**src/rtl/division_seq.sv**
```systemverilog
// Iterative restoring divider with signed/unsigned mode and valid/ready handshakes.
// One division in flight; a normal division takes N CALC steps plus one FIX cycle.
module division_seq #(
    parameter  int N  = 8,
    localparam int CW = $clog2(N + 1)
) (
    input  logic         i_clk,
    input  logic         i_rst,
    input  logic         i_valid,
    output logic         o_ready,
    input  logic         i_signed,
    input  logic [N-1:0] i_arg_A,
    input  logic [N-1:0] i_arg_B,
    output logic         o_valid,
    input  logic         i_ready,
    output logic [N-1:0] o_div,
    output logic [N-1:0] o_rem,
    output logic [3:0]   o_status
);

    typedef enum logic [1:0] {IDLE, CALC, FIX, DONE} state_t;

    state_t        state;
    logic [N-1:0]  dividend;
    logic [N-1:0]  divisor;
    logic [N-1:0]  remainder;
    logic [CW-1:0] count;
    logic          neg_quo;
    logic          neg_rem;

    logic [N:0]    shifted;
    logic [N:0]    diff;
    logic [N-1:0]  quo_fix;
    logic [N-1:0]  rem_fix;
    logic          min_over_neg_one;

    // The dividend register doubles as the quotient: each step shifts one
    // dividend bit out into the partial remainder and one quotient bit in.
    always_comb begin
        shifted          = {remainder, dividend[N-1]};
        diff             = shifted - {1'b0, divisor};
        quo_fix          = neg_quo ? -dividend : dividend;
        rem_fix          = neg_rem ? -remainder : remainder;
        min_over_neg_one = i_signed && (i_arg_A == {1'b1, {(N-1){1'b0}}}) && (i_arg_B == '1);
    end

    always_ff @(posedge i_clk) begin
        if (i_rst) begin
            state     <= IDLE;
            dividend  <= '0;
            divisor   <= '0;
            remainder <= '0;
            count     <= '0;
            neg_quo   <= 1'b0;
            neg_rem   <= 1'b0;
            o_ready   <= 1'b1;
            o_valid   <= 1'b0;
            o_div     <= '0;
            o_rem     <= '0;
            o_status  <= '0;
        end else begin
            case (state)
                IDLE: begin
                    if (i_valid) begin
                        o_ready <= 1'b0;
                        if (i_arg_B == '0) begin
                            o_div    <= '0;
                            o_rem    <= '0;
                            o_status <= 4'b0001;
                            o_valid  <= 1'b1;
                            state    <= DONE;
                        end else if (min_over_neg_one) begin
                            o_div    <= '0;
                            o_rem    <= '0;
                            o_status <= 4'b1000;
                            o_valid  <= 1'b1;
                            state    <= DONE;
                        end else begin
                            // The magnitude of -2^(N-1) is still representable as unsigned N bits.
                            dividend  <= (i_signed && i_arg_A[N-1]) ? -i_arg_A : i_arg_A;
                            divisor   <= (i_signed && i_arg_B[N-1]) ? -i_arg_B : i_arg_B;
                            remainder <= '0;
                            count     <= CW'(N);
                            neg_quo   <= i_signed && (i_arg_A[N-1] ^ i_arg_B[N-1]);
                            neg_rem   <= i_signed && i_arg_A[N-1];
                            state     <= CALC;
                        end
                    end
                end
                CALC: begin
                    remainder <= diff[N] ? shifted[N-1:0] : diff[N-1:0];
                    dividend  <= {dividend[N-2:0], ~diff[N]};
                    count     <= count - 1'b1;
                    if (count == CW'(1)) begin
                        state <= FIX;
                    end
                end
                FIX: begin
                    o_div    <= quo_fix;
                    o_rem    <= rem_fix;
                    o_status <= {1'b0, &quo_fix, (~^quo_fix) & (|quo_fix), 1'b0};
                    o_valid  <= 1'b1;
                    state    <= DONE;
                end
                DONE: begin
                    if (i_ready) begin
                        o_valid <= 1'b0;
                        o_ready <= 1'b1;
                        state   <= IDLE;
                    end
                end
                default: state <= IDLE;
            endcase
        end
    end

endmodule

```
**config.mk**
```make
export PLATFORM = sky130hd
export DESIGN_NAME = division_seq
export DESIGN_NICKNAME = d
export VERILOG_FILES = /design/src/rtl/division_seq.sv
export SDC_FILE = /design/constraint.sdc
export NUM_CORES = 1
export LEC_CHECK = 0
export ABC_CLOCK_PERIOD_IN_PS = 5500
export CORE_MARGIN = 4
export CORE_UTILIZATION = 30
export CTS_CLUSTER_DIAMETER = 80
export DETAILED_ROUTE_END_ITERATION = 8
export PLACE_DENSITY_LB_ADDON = 0.05
export SYNTH_ARGS = -nofsm -noshare
export SYNTH_HDL_FRONTEND = slang
export SYNTH_SLANG_ARGS = --single-unit
```
**constraint.sdc**
```tcl
create_clock -name i_clk -period 5.5 [get_ports i_clk]
set_input_delay 1.1 -clock i_clk [delete_from_list [all_inputs] [get_ports i_clk]]
set_output_delay 1.1 -clock i_clk [all_outputs]
set_load 0.01 [all_outputs]
```
==> results.sh <==
export IMPL_status="finished, final reports clean"
export IMPL_grt_remaining_overflow=0
export IMPL_synth_area_leaders="dfxtp_1 (32%), ha_1 (9.9%), a21oi_1 (6.4%)"
export IMPL_wl_per_cell_um=13.6
export IMPL_pre_cts_ws_ns=1.33
export IMPL_post_cts_setup_buffers=0
export IMPL_setup_viol=0
export IMPL_synth_seq_cells=54
export IMPL_clk_pin_slew_worst_paths_ns=0.07
export IMPL_r2r_start="dividend[7]$_SDFFE_PP0P_"
export IMPL_cts_resized=0
export IMPL_firstDrtPassIters=4
export IMPL_drt_total_wl_mm=8.02
export IMPL_crit_start="i_arg_A[5]"
export IMPL_gp_congestion=0.818
export IMPL_coreArea_sq_um=11000
export IMPL_num_vias=2873
export IMPL_met1_usage=0.189
export IMPL_synthArstFlopShare=0
export IMPL_postSynthNetCount=467
export IMPL_clockBufferDepth=2
export IMPL_die_area_sq_um=13200
export IMPL_drt_iter0_drc=90
export IMPL_cpMostUsedCell="or4_1"
export IMPL_dpl_hpwl_mm=6.24
export IMPL_io_pin_count=43
export IMPL_grt_antenna_before_repair=0
export IMPL_root_buffer="clkbuf_16"
export IMPL_hold_path_class="register to register"
export IMPL_via_per_inst=4.88
export IMPL_cpMaxStageDelayCell="a311oi_4"
export IMPL_cts_sinks=54
export IMPL_cts_max_level=2
export IMPL_yosysTopAreaCell="dfxtp_1"
export IMPL_period_share=0.704
export IMPL_synth_common_cells="dfxtp_1 (54), a21oi_1 (44), nand2_1 (44), nor2_1 (41), inv_1 (28)"
export IMPL_finalHoldViolCount=0
export IMPL_use_met2=0.195
export IMPL_ant_nets=0
export IMPL_synth_edff_count=0
export IMPL_critPathLaunchType="primary input"
export IMPL_die_height_um=115
export IMPL_path_cells="clkdlybuf4s50_1 > or4_1 > or4_1 > a311oi_4 > nand4_1 > a21oi_1"
export IMPL_setup_slack_ns=1.63
export IMPL_avgSynthCellArea_sq_um=8.17
export IMPL_grt_pass1_wl_mm=13.8
export IMPL_n_antenna_cell=0
export IMPL_ir_drop_v=0.000189
export IMPL_crit_buf_inv=1
export IMPL_insertion_delay_ns=0.29
export IMPL_crit_family="simple AND/OR/NAND/NOR gates"
export IMPL_endpoint_kind="register"
export IMPL_cts_tree="built"
export IMPL_syn_cell_area_sq_um=3420
export IMPL_timing_setup_tns_ns=0
export IMPL_worst_pin_slew_ns=1.21
export IMPL_seq_area_frac_synth=0.316
export IMPL_cp_max_fo=20
export IMPL_drc=0
export IMPL_synth_ff_type="dfxtp_1"
export IMPL_yosys_cell_types_count=52
export IMPL_fin_skew_ns=0.00793
export IMPL_hold_path_startpoint="o_div[0]$_SDFFE_PP0P_"
export IMPL_fmax_mhz=258
export IMPL_slew_headroom=0.186
export IMPL_ys_warn_count=0
export IMPL_rows=38
export IMPL_syn_inst=418
export IMPL_fin_nets=498
export IMPL_grtUsageTotal=0.128
export IMPL_io_buffer_count=42
export IMPL_p_per_area_nw_per_um2=522
export IMPL_area_growth_pct=19.2
export IMPL_grt_max_degree=50
export IMPL_crit_type="primary input to register"
export IMPL_power_leakage_nw=1.51
export IMPL_met3_usage=0.0211
export IMPL_cts_made_buffers=5
export IMPL_die_width_um=115
export IMPL_cts_hold_buf=0
export IMPL_gr_max_usage_layer="met2"
export IMPL_slowest_delay_ns=0.87
export IMPL_synth_top_cell_area_share=0.316
export IMPL_arrival_ns=4.09
export IMPL_initial_core_util=0.311
export IMPL_final_max_slew_violation_count=0
export IMPL_grt_pass1_vias=2714
export IMPL_grt_setup_unrepaired="no"
export IMPL_synth_most_common_cell="dfxtp_1"
export IMPL_cp_required_ns=5.71
export IMPL_period_needed_ns=3.87
export IMPL_max_cap_violations=0
export IMPL_drive_gt1_frac=0.0535
[cells in the final DEF, fill, tap and decap left out, types with 2 or more instances in the layout]
master and instances:
a2111oi_2 2, a211oi_1 8, a21oi_1 44, a22o_1 2
a311o_1 2, a31oi_1 2, and3_1 2, clkbuf_16 5
clkdlybuf4s50_1 41, dfxtp_1 54, ha_1 27, inv_1 28
mux2i_1 7, nand2_1 44, nand2b_1 8, nand3_1 19
nand3b_1 2, nand4_1 7, nor2_1 41, nor2b_1 4
nor3_1 10, o211ai_1 2, o21a_1 2, o21ai_0 13
o221a_2 6, o31ai_1 7, o41ai_1 2, or3_1 3
or4_1 2, xnor2_1 25, xor2_1 5
[cell families after synthesis]
group	synth area share
mux	0.0205
simple gates	0.209
xor+xnor	0.0769
buf+inv	0.0633
flops	0.316
compound gates	0.209
fa+ha+maj	0.105
[through the flow]
step | total power, mW | hold WS [ns] | utilization | cell area (sq um) | cells
floorplan | 1.55 | 0.436 | - | 3420 | 418
global placement | 1.79 | 0.441 | 0.355 | 3900 | 582
detailed placement | 1.79 | 0.447 | 0.355 | 3900 | 582
CTS | 2.17 | 0.455 | 0.371 | 4070 | 589
global route | 2.34 | 0.484 | 0.371 | 4070 | 589
finish | 2.13 | 0.451 | 0.371 | 4070 | 589
[metal layers]
layer	up-vias	share of wire	wire length, um
li1	1525	-	-
met1	1290	0.53	4270
met2	52	0.41	3320
met3	6	0.042	340
met4	0	0.012	93
met5	-	0	0
[registers in the layout (all words and copies together), names as in the netlist]
| name | flops |
|---|---|
| divisor | 8 |
| o_div | 8 |
| count | 4 |
| remainder | 8 |
| neg_quo | 1 |
| o_rem | 8 |
| o_status | 4 |
| neg_rem | 1 |
| state | 2 |
| dividend | 8 |
| o_ready | 1 |
| o_valid | 1 |
[path summary, 6_finish.rpt]
check                              end  slack, ns  cells past startpoint
min              o_div[0]$_SDFFE_PP0P_       0.45                      2
max           o_status[1]$_SDFFE_PP0P_       1.63                      6
max reg2reg  remainder[0]$_SDFFE_PP0P_       2.44                      9
min reg2reg      o_div[0]$_SDFFE_PP0P_       0.45                      2
[worst register-to-register path: cells and delay by family (launching register included)]
family                     cells  cell delay (ns)
AOI/OAI and AO/OA              3             0.54
xor gates and xnor gates       1             0.94
adders and majority gates      2             0.61
buffers and inverters          1             0.10
DFF                            1             0.37
muxes                          1             0.19
and+or+nand+nor                1             0.19
[power by group]
group / switching [mW] / total, mW / leakage [nW] / internal, mW
sequential: 0.107 / 0.594 / 0.440 / 0.487
clock: 0.141 / 0.366 / 0.0829 / 0.225
combinational: 0.655 / 1.17 / 0.983 / 0.511
[layout make-up]
cell class	instances	area, sq um
clock inverters	1	30.0
clock buffers	6	139
inverters	28	105
fillers	1150	6910
repair buffers	43	423
multi-input cells	317	2120
flip-flops and latches	54	1080
well taps	140	175
(Power assumes the default switching activity.)
